`config.mk`:
```
export PLATFORM = sky130hd
export DESIGN_NAME = vx_amo_sequencer
export DESIGN_NICKNAME = d
export VERILOG_FILES = /design/src/rtl/vx_amo_sequencer.sv
export SDC_FILE = /design/constraint.sdc
export NUM_CORES = 1
export LEC_CHECK = 0
export ABC_AREA = 1
export BUFFER_PORTS_ARGS = -buffer_cell sky130_fd_sc_hd__buf_4
export CAP_MARGIN = 20
export CORE_AREA = 2 2 181 183
export DETAILED_ROUTE_END_ITERATION = 10
export DIE_AREA = 0 0 183 185
export GPL_ROUTABILITY_DRIVEN = 0
export PLACE_DENSITY_LB_ADDON = 0.25
export REMOVE_ABC_BUFFERS = 1
export SYNTH_ARGS = -nofsm -noshare
export SYNTH_HDL_FRONTEND = slang
export SYNTH_SLANG_ARGS = --single-unit
```
`constraint.sdc`:
```
create_clock -name clk -period 3.11 [get_ports clk]
set_input_delay 0.4665 -clock clk [delete_from_list [all_inputs] [get_ports clk]]
set_output_delay 0.4665 -clock clk [all_outputs]
set_load 0.01 [all_outputs]
```
`src/rtl/vx_amo_sequencer.sv`:
```
// Round-robin read-modify-write sequencer sharing one AMO ALU between NUM_REQS requesters.
// One atomic operation in flight: read old word, compute, write back, return old word.

// Registered AMO ALU; opcodes are the RISC-V AMO funct5 encodings, anything else yields 0.
module VX_amo_alu_unit (
    input  logic        clk,
    input  logic        reset,
    input  logic        enable,
    input  logic [4:0]  op,
    input  logic [31:0] in1,
    input  logic [31:0] in2,
    output logic [31:0] result
);
    logic [31:0] result_d;

    always_comb begin
        result_d = 32'h0;
        case (op)
            5'h00:   result_d = in1 + in2;
            5'h01:   result_d = in2;
            5'h04:   result_d = in1 ^ in2;
            5'h08:   result_d = in1 | in2;
            5'h0C:   result_d = in1 & in2;
            5'h10:   result_d = ($signed(in1) < $signed(in2)) ? in1 : in2;
            5'h14:   result_d = ($signed(in1) > $signed(in2)) ? in1 : in2;
            5'h18:   result_d = (in1 < in2) ? in1 : in2;
            5'h1C:   result_d = (in1 > in2) ? in1 : in2;
            default: result_d = 32'h0;
        endcase
    end

    // Only loaded in the ALU state so the write data holds across a write stall.
    always_ff @(posedge clk or negedge reset) begin
        if (!reset) begin
            result <= 32'h0;
        end else if (enable) begin
            result <= result_d;
        end
    end
endmodule

module vx_amo_sequencer #(
    parameter int unsigned NUM_REQS = 4,
    parameter int unsigned TAGW     = 8
) (
    input  logic                     clk,
    input  logic                     reset,
    input  logic [NUM_REQS-1:0]      req_valid,
    input  logic [NUM_REQS*5-1:0]    req_op,
    input  logic [NUM_REQS*32-1:0]   req_addr,
    input  logic [NUM_REQS*32-1:0]   req_data,
    input  logic [NUM_REQS*TAGW-1:0] req_tag,
    output logic [NUM_REQS-1:0]      req_ready,
    output logic [NUM_REQS-1:0]      rsp_valid,
    output logic [31:0]              rsp_data,
    output logic [TAGW-1:0]          rsp_tag,
    input  logic [NUM_REQS-1:0]      rsp_ready,
    output logic                     mem_req_valid,
    output logic                     mem_req_rw,
    output logic [31:0]              mem_req_addr,
    output logic [31:0]              mem_req_data,
    input  logic                     mem_req_ready,
    input  logic                     mem_rsp_valid,
    input  logic [31:0]              mem_rsp_data,
    output logic                     busy
);
    localparam int unsigned IdxW = $clog2(NUM_REQS);

    typedef enum logic [2:0] {
        StIdle, StRdReq, StRdWait, StAlu, StWrReq, StWrWait, StRsp
    } state_e;

    state_e            state_q, state_d;
    logic [IdxW-1:0]   last_q, idx_q;
    logic [4:0]        op_q;
    logic [31:0]       addr_q, data_q, old_q;
    logic [TAGW-1:0]   tag_q;
    logic [31:0]       alu_result;

    logic              found;
    logic [IdxW-1:0]   grant_idx;
    logic [NUM_REQS-1:0] grant;
    logic [4:0]        grant_op;
    logic [31:0]       grant_addr, grant_data;
    logic [TAGW-1:0]   grant_tag;
    int unsigned       cand;
    logic [IdxW-1:0]   cand_idx;

    // Search starts one past the last winner and wraps.
    always_comb begin
        found      = 1'b0;
        grant_idx  = '0;
        grant      = '0;
        grant_op   = '0;
        grant_addr = '0;
        grant_data = '0;
        grant_tag  = '0;
        cand       = 0;
        cand_idx   = '0;
        for (int unsigned k = 1; k <= NUM_REQS; k++) begin
            cand = 32'(last_q) + k;
            if (cand >= NUM_REQS) begin
                cand = cand - NUM_REQS;
            end
            cand_idx = cand[IdxW-1:0];
            if (!found && req_valid[cand_idx]) begin
                found     = 1'b1;
                grant_idx = cand_idx;
            end
        end
        for (int unsigned j = 0; j < NUM_REQS; j++) begin
            if (found && grant_idx == IdxW'(j)) begin
                grant[j]   = 1'b1;
                grant_op   = req_op[j*5 +: 5];
                grant_addr = req_addr[j*32 +: 32];
                grant_data = req_data[j*32 +: 32];
                grant_tag  = req_tag[j*TAGW +: TAGW];
            end
        end
    end

    assign req_ready = (state_q == StIdle) ? grant : '0;

    always_comb begin
        state_d = state_q;
        case (state_q)
            StIdle:   if (found)              state_d = StRdReq;
            StRdReq:  if (mem_req_ready)      state_d = StRdWait;
            StRdWait: if (mem_rsp_valid)      state_d = StAlu;
            StAlu:                            state_d = StWrReq;
            StWrReq:  if (mem_req_ready)      state_d = StWrWait;
            StWrWait: if (mem_rsp_valid)      state_d = StRsp;
            StRsp:    if (rsp_ready[idx_q])   state_d = StIdle;
            default:                          state_d = StIdle;
        endcase
    end

    always_ff @(posedge clk or negedge reset) begin
        if (!reset) begin
            state_q <= StIdle;
        end else begin
            state_q <= state_d;
        end
    end

    always_ff @(posedge clk or negedge reset) begin
        if (!reset) begin
            last_q <= IdxW'(NUM_REQS - 1);
            idx_q  <= '0;
            op_q   <= '0;
            addr_q <= '0;
            data_q <= '0;
            tag_q  <= '0;
            old_q  <= '0;
        end else begin
            if (state_q == StIdle && found) begin
                last_q <= grant_idx;
                idx_q  <= grant_idx;
                op_q   <= grant_op;
                addr_q <= grant_addr;
                data_q <= grant_data;
                tag_q  <= grant_tag;
            end
            if (state_q == StRdWait && mem_rsp_valid) begin
                old_q <= mem_rsp_data;
            end
        end
    end

    VX_amo_alu_unit u_alu (
        .clk    (clk),
        .reset  (reset),
        .enable (state_q == StAlu),
        .op     (op_q),
        .in1    (old_q),
        .in2    (data_q),
        .result (alu_result)
    );

    always_comb begin
        rsp_valid = '0;
        if (state_q == StRsp) begin
            rsp_valid[idx_q] = 1'b1;
        end
    end

    assign rsp_data      = (state_q == StRsp) ? old_q : 32'h0;
    assign rsp_tag       = (state_q == StRsp) ? tag_q : '0;
    assign mem_req_valid = (state_q == StRdReq) || (state_q == StWrReq);
    assign mem_req_rw    = (state_q == StWrReq);
    assign mem_req_addr  = mem_req_valid ? addr_q : 32'h0;
    assign mem_req_data  = (state_q == StWrReq) ? alu_result : 32'h0;
    assign busy          = (state_q != StIdle);
endmodule

```
==> results.json, run 1 <==
{
  "io_pins": 467,
  "vias": 19300,
  "fin_cells": 3381,
  "tns_ns": 0,
  "grt_overflow": 0,
  "dp.cells": 3338,
  "min_path_cells": 3,
  "finalSetupViolCount": 0,
  "powerDensity_nw_per_um2": 1330,
  "cts_buffers": 17,
  "cts_root_buffer": "clkbuf_16",
  "initial_core_util_pct": 46.4,
  "port_buffers": 466,
  "hold_path_end": "old_q[24]$_DFFE_PN0P_",
  "grt_use_met3_pct": 6.39,
  "hp-class": "in2reg",
  "drive_gt1_share_pct": 22.8,
  "grt_max_degree": 83,
  "final_cell_area_um2": 19900,
  "crit_type": "reg2reg",
  "fin_crit_sh_pct": 95.9,
  "fin_crit_ns": 2.98,
  "p_total_uw": 26400,
  "hold_viol_final": 0,
  "coreArea_um2": 32000,
  "pre_cts_slack_ns": -0.0453,
  "critical_path_arrival_ns": 3.30,
  "grt_pass1_vias": 18100,
  "ys.flop_type": "dfrtp_1",
  "grt_pass1_wl_um": 93900,
  "fin_skew_ns": 0.0207,
  "cts_htree_levels": 4,
  "die_h_um": 185,
  "drt_iter0_drc": 1859,
  "netlist_instances": 2511,
  "p_leak_uw": 0.0106,
  "met2_usage_pct": 57.9,
  "seq_area_um2": 3720,
  "ir_drop_mv": 1.01,
  "final_cell_mix": "nand2_1, buf_4, nand3_1",
  "top_usage_layer": "met2",
  "required_ns": 3.43,
  "avgSynthCellArea_um2": 5.93,
  "fp.dieW_um": 183,
  "cp_max_fo": 24,
  "hp-start": "mem_rsp_data[24]",
  "fill_cells": 3102,
  "vias_per_cell": 5.70,
  "firstDrtPassIters": 8,
  "globalRouteMet1Util_pct": 42.8,
  "start_kind": "flop",
  "tightest_slew_ns": 0.913,
  "clock-sinks": 148,
  "crit_path_end_kind": "flop",
  "path_clk_slew_ns": 0.08,
  "reg2reg_to": "u_alu.result[26]$_DFFE_PN0P_",
  "crit_chain": "inv_1 -> ha_2 -> inv_1 -> a21oi_1 -> nand2_1 -> nand2_1 -> nand2_1 -> a21oi_2 -> buf_6 -> nand3_1 -> nand2_2 -> buf_12 -> nand3_1 -> nand3_1 -> nand2_1 -> o21ai_1 -> nand2_1",
  "num_rows": 66,
  "clockBufferDepth": 2,
  "area_delta_synth_final_pct": 33.8,
  "route.final.wire_length_um": 61200,
  "r2r_setup_slack_ns": 0.13,
  "ys_ff_latch": 148,
  "drv_slew": 0,
  "synth-edff-count": 0,
  "insertion_delay_ns": 0.45,
  "cpMostUsedCell": "nand2_1",
  "fin_ws_ns": 0.127,
  "yosysSeqAreaShare_pct": 24.9,
  "dpl_cell_area_um2": 19000,
  "wire_per_inst_um": 18.1,
  "detail-route-antenna-nets": 0,
  "multi_input_area_um2": 9730,
  "worstRegToRegCells": 17,
  "post-dp-hpwl_um": 45100,
  "synth_cell_types": 45,
  "grt_use_total_pct": 34.7,
  "yosys_warnings": 0,
  "route.detailed.drc": 0,
  "tritoncts": "done",
  "final_common_cell": "nand2_1",
  "slew_headroom_pct": 39.1,
  "fin_nets": 3404,
  "r2r_start": "data_q[19]$_DFFE_PN0P_",
  "max_freq_mhz": 335,
  "die-area_um2": 33900,
  "slowest_stage": "ha_2",
  "antenna_found_initial": 4,
  "cp_slowest_stage_delay_ns": 0.43,
  "status": "completed",
  "cap_violations": 0,
  "synth_area_um2": 14900,
  "synthArstFlopShare_pct": 100
}
[through the flow]
| stage | util, % | hold slack [ns] |
|---|---|---|
| 6_report | 62.1 | 0.253 |
| 2_1_floorplan | - | 0.171 |
| 3_3_place_gp | 59.4 | 0.462 |
| 4_1_cts | 61.4 | 0.250 |
| 5_1_grt | 62.1 | 0.261 |
| 3_5_place_dp | 59.4 | 0.465 |
[layer usage]
layer / share of wire [%] / up-vias
met1: 38 / 8935
li1: - / 9012
met2: 48 / 1116
met3: 9.3 / 200
met5: 0 / -
met4: 4.9 / 0
[where the power goes]
group | switching [µW] | total, µW | internal, µW | leakage (µW)
Clock | 970 | 2300 | 1330 | 0.000300
Sequential | 788 | 3620 | 2830 | 0.00180
Combinational | 13600 | 20500 | 6870 | 0.00853
[synth_stat cells, types with 3 or more instances]
library cell / number / area [µm²]
a221oi_1: 25 / 219
o211ai_1: 14 / 105
a22oi_1: 3 / 22.5
nor3_1: 18 / 90.1
a21oi_1: 119 / 596
nor2_1: 295 / 1110
buf_4: 14 / 105
nand3b_1: 4 / 30.0
o22ai_1: 25 / 156
o21ai_0: 64 / 320
ha_1: 96 / 1200
nand4_1: 94 / 588
inv_1: 252 / 946
dfrtp_1: 146 / 3650
o21a_1: 3 / 22.5
or2_2: 7 / 43.8
clkbuf_1: 67 / 251
buf_6: 5 / 56.3
buf_1: 10 / 37.5
o21ai_1: 5 / 25.0
nand2_2: 6 / 37.5
a21o_1: 4 / 30.0
buf_2: 35 / 175
nand3_1: 297 / 1490
nand2_1: 867 / 3250
o221ai_1: 4 / 35.0
inv_2: 9 / 33.8
[worst max-delay path by stage]
stage                                 from                      endpoint  slack, ns  cells past startpoint
CTS                  last_q[0]$_DFFE_PN1P_                  req_ready[3]     0.0004                     14
floorplan            last_q[0]$_DFFE_PN1P_                  req_ready[1]      -1.62                     10
global route         last_q[0]$_DFFE_PN1P_                  req_ready[0]      -0.01                      9
global placement      old_q[2]$_DFFE_PN0P_  u_alu.result[13]$_DFFE_PN0P_     -0.003                     17
finish              data_q[19]$_DFFE_PN0P_  u_alu.result[26]$_DFFE_PN0P_       0.13                     17
detailed placement    old_q[2]$_DFFE_PN0P_  u_alu.result[13]$_DFFE_PN0P_      -0.05                     17
[repair_timing]
action,4_1_cts,5_1_grt
hold buffers,1,0
gates cloned,0,1
resized for setup,2,66
pin swaps,2,1
setup buffers,1,3
endpoints found under the setup margin,5,35
hold endpoints to repair,1,0
[state kept, by name (all words and copies together) (netlist names)]
name,flops
addr_q,32
data_q,32
idx_q,2
last_q,2
old_q,32
op_q,5
state_q,3
tag_q,8
u_alu.result,32
[critical path: cells and delay by family, from the launching register on]
kind / cells / cell delay (ns)
simple gates: 9 / 0.89
buf+inv: 4 / 0.63
compound gates: 3 / 0.50
fa+ha+maj: 1 / 0.43
flops: 1 / 0.41
[final cells by class]
cell class,instances,area share (%)
clock inverters,12,0.849
inverters,263,4.97
multi-input cells,1969,48.9
flip-flops and latches,148,18.7
repair buffers,556,21.7
clock buffers,20,2.29
diodes,5,0.0629
well taps,408,2.57
[cells by family after synthesis]
family                   share of synthesized area, %
flip-flops                                       24.9
adder cells (fa/ha/maj)                          8.21
multiplexers                                   0.0673
buffers and inverters                            10.9
AND/OR/NAND/NOR                                  45.1
XOR/XNOR                                        0.109
AO/OA/AOI/OAI                                    10.7
Note: power is estimated with default switching activity, not from simulation.
==> inputs of run 2 (changes only) <==
==> constraint.sdc (replaced) <==
create_clock -name clk -period 3.2 [get_ports clk]
set_input_delay 0.48 -clock clk [delete_from_list [all_inputs] [get_ports clk]]
set_output_delay 0.48 -clock clk [all_outputs]
set_load 0.01 [all_outputs]
==> results.json, run 2 (synthesized netlist as in run 1, its figures left out) <==
{
  "status": "completed",
  "route.final.wire_length_um": 62300,
  "max_freq_mhz": 331,
  "grt_use_total_pct": 35.2,
  "hold_viol_final": 0,
  "grt_pass1_wl_um": 94800,
  "num_rows": 66,
  "crit_type": "reg2out",
  "drv_slew": 0,
  "powerDensity_nw_per_um2": 1300,
  "io_pins": 467,
  "required_ns": 2.72,
  "grt_max_degree": 79,
  "p_total_uw": 25700,
  "fin_nets": 3401,
  "startpoint": "last_q[0]$_DFFE_PN1P_",
  "area_delta_synth_final_pct": 33.1,
  "insertion_delay_ns": 0.46,
  "tritoncts": "done",
  "fill_cells": 3076,
  "crit_path_end_kind": "output pin",
  "wire_per_inst_um": 18.4,
  "critical_path_arrival_ns": 2.54,
  "cap_violations": 0,
  "cts_buffers": 17,
  "route.detailed.drc": 0,
  "firstDrtPassIters": 6,
  "start_kind": "flop",
  "finalSetupViolCount": 0,
  "initial_core_util_pct": 46.4,
  "cts_htree_levels": 4,
  "hp-class": "in2async",
  "grt_overflow": 0,
  "r2r_start": "data_q[0]$_DFFE_PN0P_",
  "detail-route-antenna-nets": 0,
  "post-dp-hpwl_um": 45400,
  "drive_gt1_share_pct": 21.4,
  "path_clk_slew_ns": 0.07,
  "clockBufferDepth": 2,
  "fin_crit_ns": 3.02,
  "drt_iter0_drc": 1839,
  "rsz0062_at_grt": "true",
  "final_common_cell": "nand2_1",
  "vias": 19100,
  "cts_root_buffer": "clkbuf_16",
  "slew_headroom_pct": 51.8,
  "die_h_um": 185,
  "coreArea_um2": 32000,
  "die-area_um2": 33900,
  "antenna_found_initial": 6,
  "p_leak_uw": 0.0107,
  "cp_max_fo": 20,
  "fin_skew_ns": 0.0183,
  "grt_pass1_vias": 18400,
  "fp.dieW_um": 183,
  "tightest_slew_ns": 0.723,
  "clock-sinks": 148,
  "fin_crit_sh_pct": 94.3,
  "port_buffers": 466,
  "finalHoldWorstSlack_ns": 0.0198,
  "ir_drop_mv": 1.14,
  "final_cell_mix": "nand2_1, buf_4, nand3_1",
  "vias_per_cell": 5.65,
  "hold_buffers": 0
}
run 2: cell types whose count changed in the layout (fill, tap and decap cells not counted), sizes merged, moves of 2 or more:
cell      previous run  this run
buf                554       551
clkinv               3         6
clkinvlp             2         0
diode                5         8
inv                267       269
run 2: critical path, cell delays in order (launching register included):
cell     delay [ns]
dfstp_2        0.62
nand2_1        0.07
o21ai_1        0.10
nor2_1         0.09
a21oi_2        0.16
nand2_2        0.08
nor2_2         0.13
nand3_1        0.13
nand2_4        0.17
inv_6          0.09
buf_16         0.18
nor2_1         0.12
buf_4          0.13
run 2: power breakdown:
group          total (µW)  switching, µW  internal [µW]
Combinational       20100          13300           6790
Sequential           3490            748           2740
Clock                2130            954           1180
run 2: per-stage QoR:
step,setup WS [ns],instances,utilization (%),instance area (µm²),TNS (ns)
6_report,0.182,3381,61.8,19800,0
5_1_grt,-0.00212,3379,61.8,19800,-0.00291
4_1_cts,0.0596,3371,61.4,19700,0
3_5_place_dp,0.217,3339,59.6,19100,0
3_3_place_gp,0.248,3339,59.6,19100,0
2_1_floorplan,-1.54,2380,-,14300,-119.29
run 2: area by class of cell:
| class | count | area [µm²] | share of cell area (%) |
|---|---|---|---|
| Multi-Input combinational cell | 1969 | 9620 | 48.6 |
| Timing Repair Buffer | 553 | 4350 | 22.0 |
| Antenna cell | 8 | 20.0 | 0.101 |
| Clock inverter | 14 | 165 | 0.834 |
| Clock buffer | 18 | 429 | 2.17 |
| Tap cell | 408 | 510 | 2.58 |
| Sequential cell | 148 | 3710 | 18.7 |
| Inverter | 263 | 992 | 5.01 |
run 2: per-layer routing:
metal / share of wire [%] / wire length, µm / track usage (%) / vias up
met5: 0 / 0 / 0 / -
met3: 9.6 / 6000 / 7.79 / 239
met4: 5.9 / 3650 / 20.6 / 0
met2: 47 / 29200 / 58.5 / 1096
met1: 38 / 23500 / 41.9 / 8744
li1: - / - / - / 9024
run 2: path summary, 6_finish.rpt:
check,to,slack [ns],depth (start not counted)
max in group asynchronous,old_q[12]$_DFFE_PN0P_,2.22,2
min in group clk,old_q[2]$_DFFE_PN0P_,0.27,3
worst max-delay path,req_ready[3],0.18,12
worst max register to register,u_alu.result[30]$_DFFE_PN0P_,0.19,16
worst min register to register,u_alu.result[12]$_DFFE_PN0P_,0.48,2
worst min-delay path,u_alu.result[10]$_DFFE_PN0P_,0.02,1
run 2: repair_timing:
action,4_1_cts,5_1_grt
resized for setup,0,17
setup endpoints to repair,0,26
buffers inserted,0,0
==> inputs of run 3 (changes only) <==
--- a/config.mk
+++ b/config.mk
@@ -8,9 +8,9 @@
 export ABC_AREA = 1
 export BUFFER_PORTS_ARGS = -buffer_cell sky130_fd_sc_hd__buf_4
 export CAP_MARGIN = 20
-export CORE_AREA = 2 2 181 183
+export CORE_AREA = 2 2 180 182
 export DETAILED_ROUTE_END_ITERATION = 10
-export DIE_AREA = 0 0 183 185
+export DIE_AREA = 0 0 182 184
 export GPL_ROUTABILITY_DRIVEN = 0
 export PLACE_DENSITY_LB_ADDON = 0.25
 export REMOVE_ABC_BUFFERS = 1
==> results.json, run 3 (synthesized netlist as in run 1, its figures left out) <==
{
  "finalSetupViolCount": 0,
  "tightest_slew_ns": 0.943,
  "route.detailed.drc": 0,
  "antenna_found_initial": 3,
  "firstDrtPassIters": 8,
  "die_h_um": 184,
  "grt_use_total_pct": 35.4,
  "area_delta_synth_final_pct": 32.9,
  "cap_violations": 0,
  "post-dp-hpwl_um": 45300,
  "status": "completed",
  "cts_root_buffer": "clkbuf_16",
  "grt_pass1_wl_um": 94800,
  "fp.dieW_um": 182,
  "crit_path_end_kind": "flop",
  "max_freq_mhz": 329,
  "cp_slowest_stage_delay_ns": 0.42,
  "drive_gt1_share_pct": 21.5,
  "dp.cells": 3340,
  "final_core_util_pct": 63.0,
  "num_rows": 65,
  "fin_crit_ns": 3.04,
  "grt_overflow": 0,
  "fin_crit_sh_pct": 95.1,
  "cts_htree_levels": 4,
  "port_buffers": 466,
  "required_ns": 3.51,
  "crit_type": "reg2reg",
  "r2r_start": "data_q[31]$_DFFE_PN0P_",
  "fin_skew_ns": 0.0253,
  "io_pins": 467,
  "wire_per_inst_um": 18.1,
  "route.final.wire_length_um": 61100,
  "crit_chain": "inv_1 -> ha_2 -> nor2_1 -> nand3_1 -> nor2_2 -> nand3_1 -> inv_1 -> nand2_1 -> buf_4 -> nand3_1 -> nand2_2 -> nand2_2 -> buf_12 -> nand2_1 -> nand3_1 -> nand2_1 -> o21ai_1 -> nand2_1",
  "hold_buffers": 0,
  "die-area_um2": 33500,
  "slew_headroom_pct": 37.1,
  "drv_slew": 0,
  "tritoncts": "done",
  "coreArea_um2": 31400,
  "p_total_uw": 25300,
  "path_clk_slew_ns": 0.06,
  "powerDensity_nw_per_um2": 1280,
  "initial_core_util_pct": 47.4,
  "vias": 19200,
  "cts_buffers": 17,
  "drt_iter0_drc": 1973,
  "startpoint": "data_q[31]$_DFFE_PN0P_",
  "grt_max_degree": 83,
  "fin_cells": 3376,
  "fin_ws_ns": 0.157,
  "hold_viol_final": 0,
  "start_kind": "flop",
  "cp_max_fo": 33,
  "insertion_delay_ns": 0.45,
  "worstRegToRegCells": 18,
  "tns_ns": 0,
  "hp-class": "in2async",
  "vias_per_cell": 5.67,
  "grt_pass1_vias": 18400,
  "ir_drop_mv": 1.08,
  "fin_nets": 3407,
  "final_cell_mix": "nand2_1, buf_4, nand3_1",
  "clockBufferDepth": 2,
  "clock-sinks": 148,
  "detail-route-antenna-nets": 0,
  "final_common_cell": "nand2_1",
  "pre_cts_slack_ns": 0.142,
  "critical_path_arrival_ns": 3.36,
  "slowest_stage": "dfrtp_1",
  "p_leak_uw": 0.0107
}
-- run 3: worst paths after layout --
kind / to / slack [ns]
max in group asynchronous: old_q[31]$_DFFE_PN0P_ / 2.32
max: u_alu.result[26]$_DFFE_PN0P_ / 0.16
min in group clk: old_q[28]$_DFFE_PN0P_ / 0.27
min: data_q[10]$_DFFE_PN0P_ / 0.03
min reg2reg: u_alu.result[29]$_DFFE_PN0P_ / 0.48
max reg2reg: u_alu.result[26]$_DFFE_PN0P_ / 0.16
-- run 3: power by group --
part | total [µW] | switching [µW] | internal (µW)
clock network | 2080 | 904 | 1180
registers | 3490 | 752 | 2740
logic | 19800 | 13100 | 6710
-- run 3: metrics by stage --
step | hold WS [ns] | cell area, µm²
finish | 0.0266 | 19800
global route | 0.0716 | 19800
CTS | 0.0457 | 19700
detailed placement | 0.465 | 19200
global placement | 0.462 | 19200
floorplan | 0.184 | 14300
-- run 3: what timing repair did --
| action | in CTS | in global routing |
|---|---|---|
| setup endpoints to repair | 0 | 32 |
| gates resized for setup | 0 | 13 |
| buffers inserted | 0 | 1 |
-- run 3: cell type report --
cell class / instances / area (µm²)
Antenna cell: 3 / 7.51
Clock buffer: 21 / 450
Clock inverter: 11 / 128
Fill cell: 3002 / 11600
Inverter: 263 / 990
Multi-Input combinational cell: 1969 / 9600
Sequential cell: 148 / 3710
Tap cell: 402 / 503
Timing Repair Buffer: 559 / 4380
-- run 3: worst max-delay path, delay by kind of cell (launching register included) --
family | cells | cell delay [ns]
flops | 1 | 0.42
fa+ha+maj | 1 | 0.34
buf+inv | 4 | 0.66
simple gates | 12 | 1.35
compound gates | 1 | 0.13
-- run 3: metal layers --
layer	track usage, %	vias to the layer above	routed length [µm]
li1	-	9023	-
met4	18.6	0	3390
met3	6.50	245	5930
met5	0	-	0
met2	60.0	1158	28500
met1	42.8	8730	23200
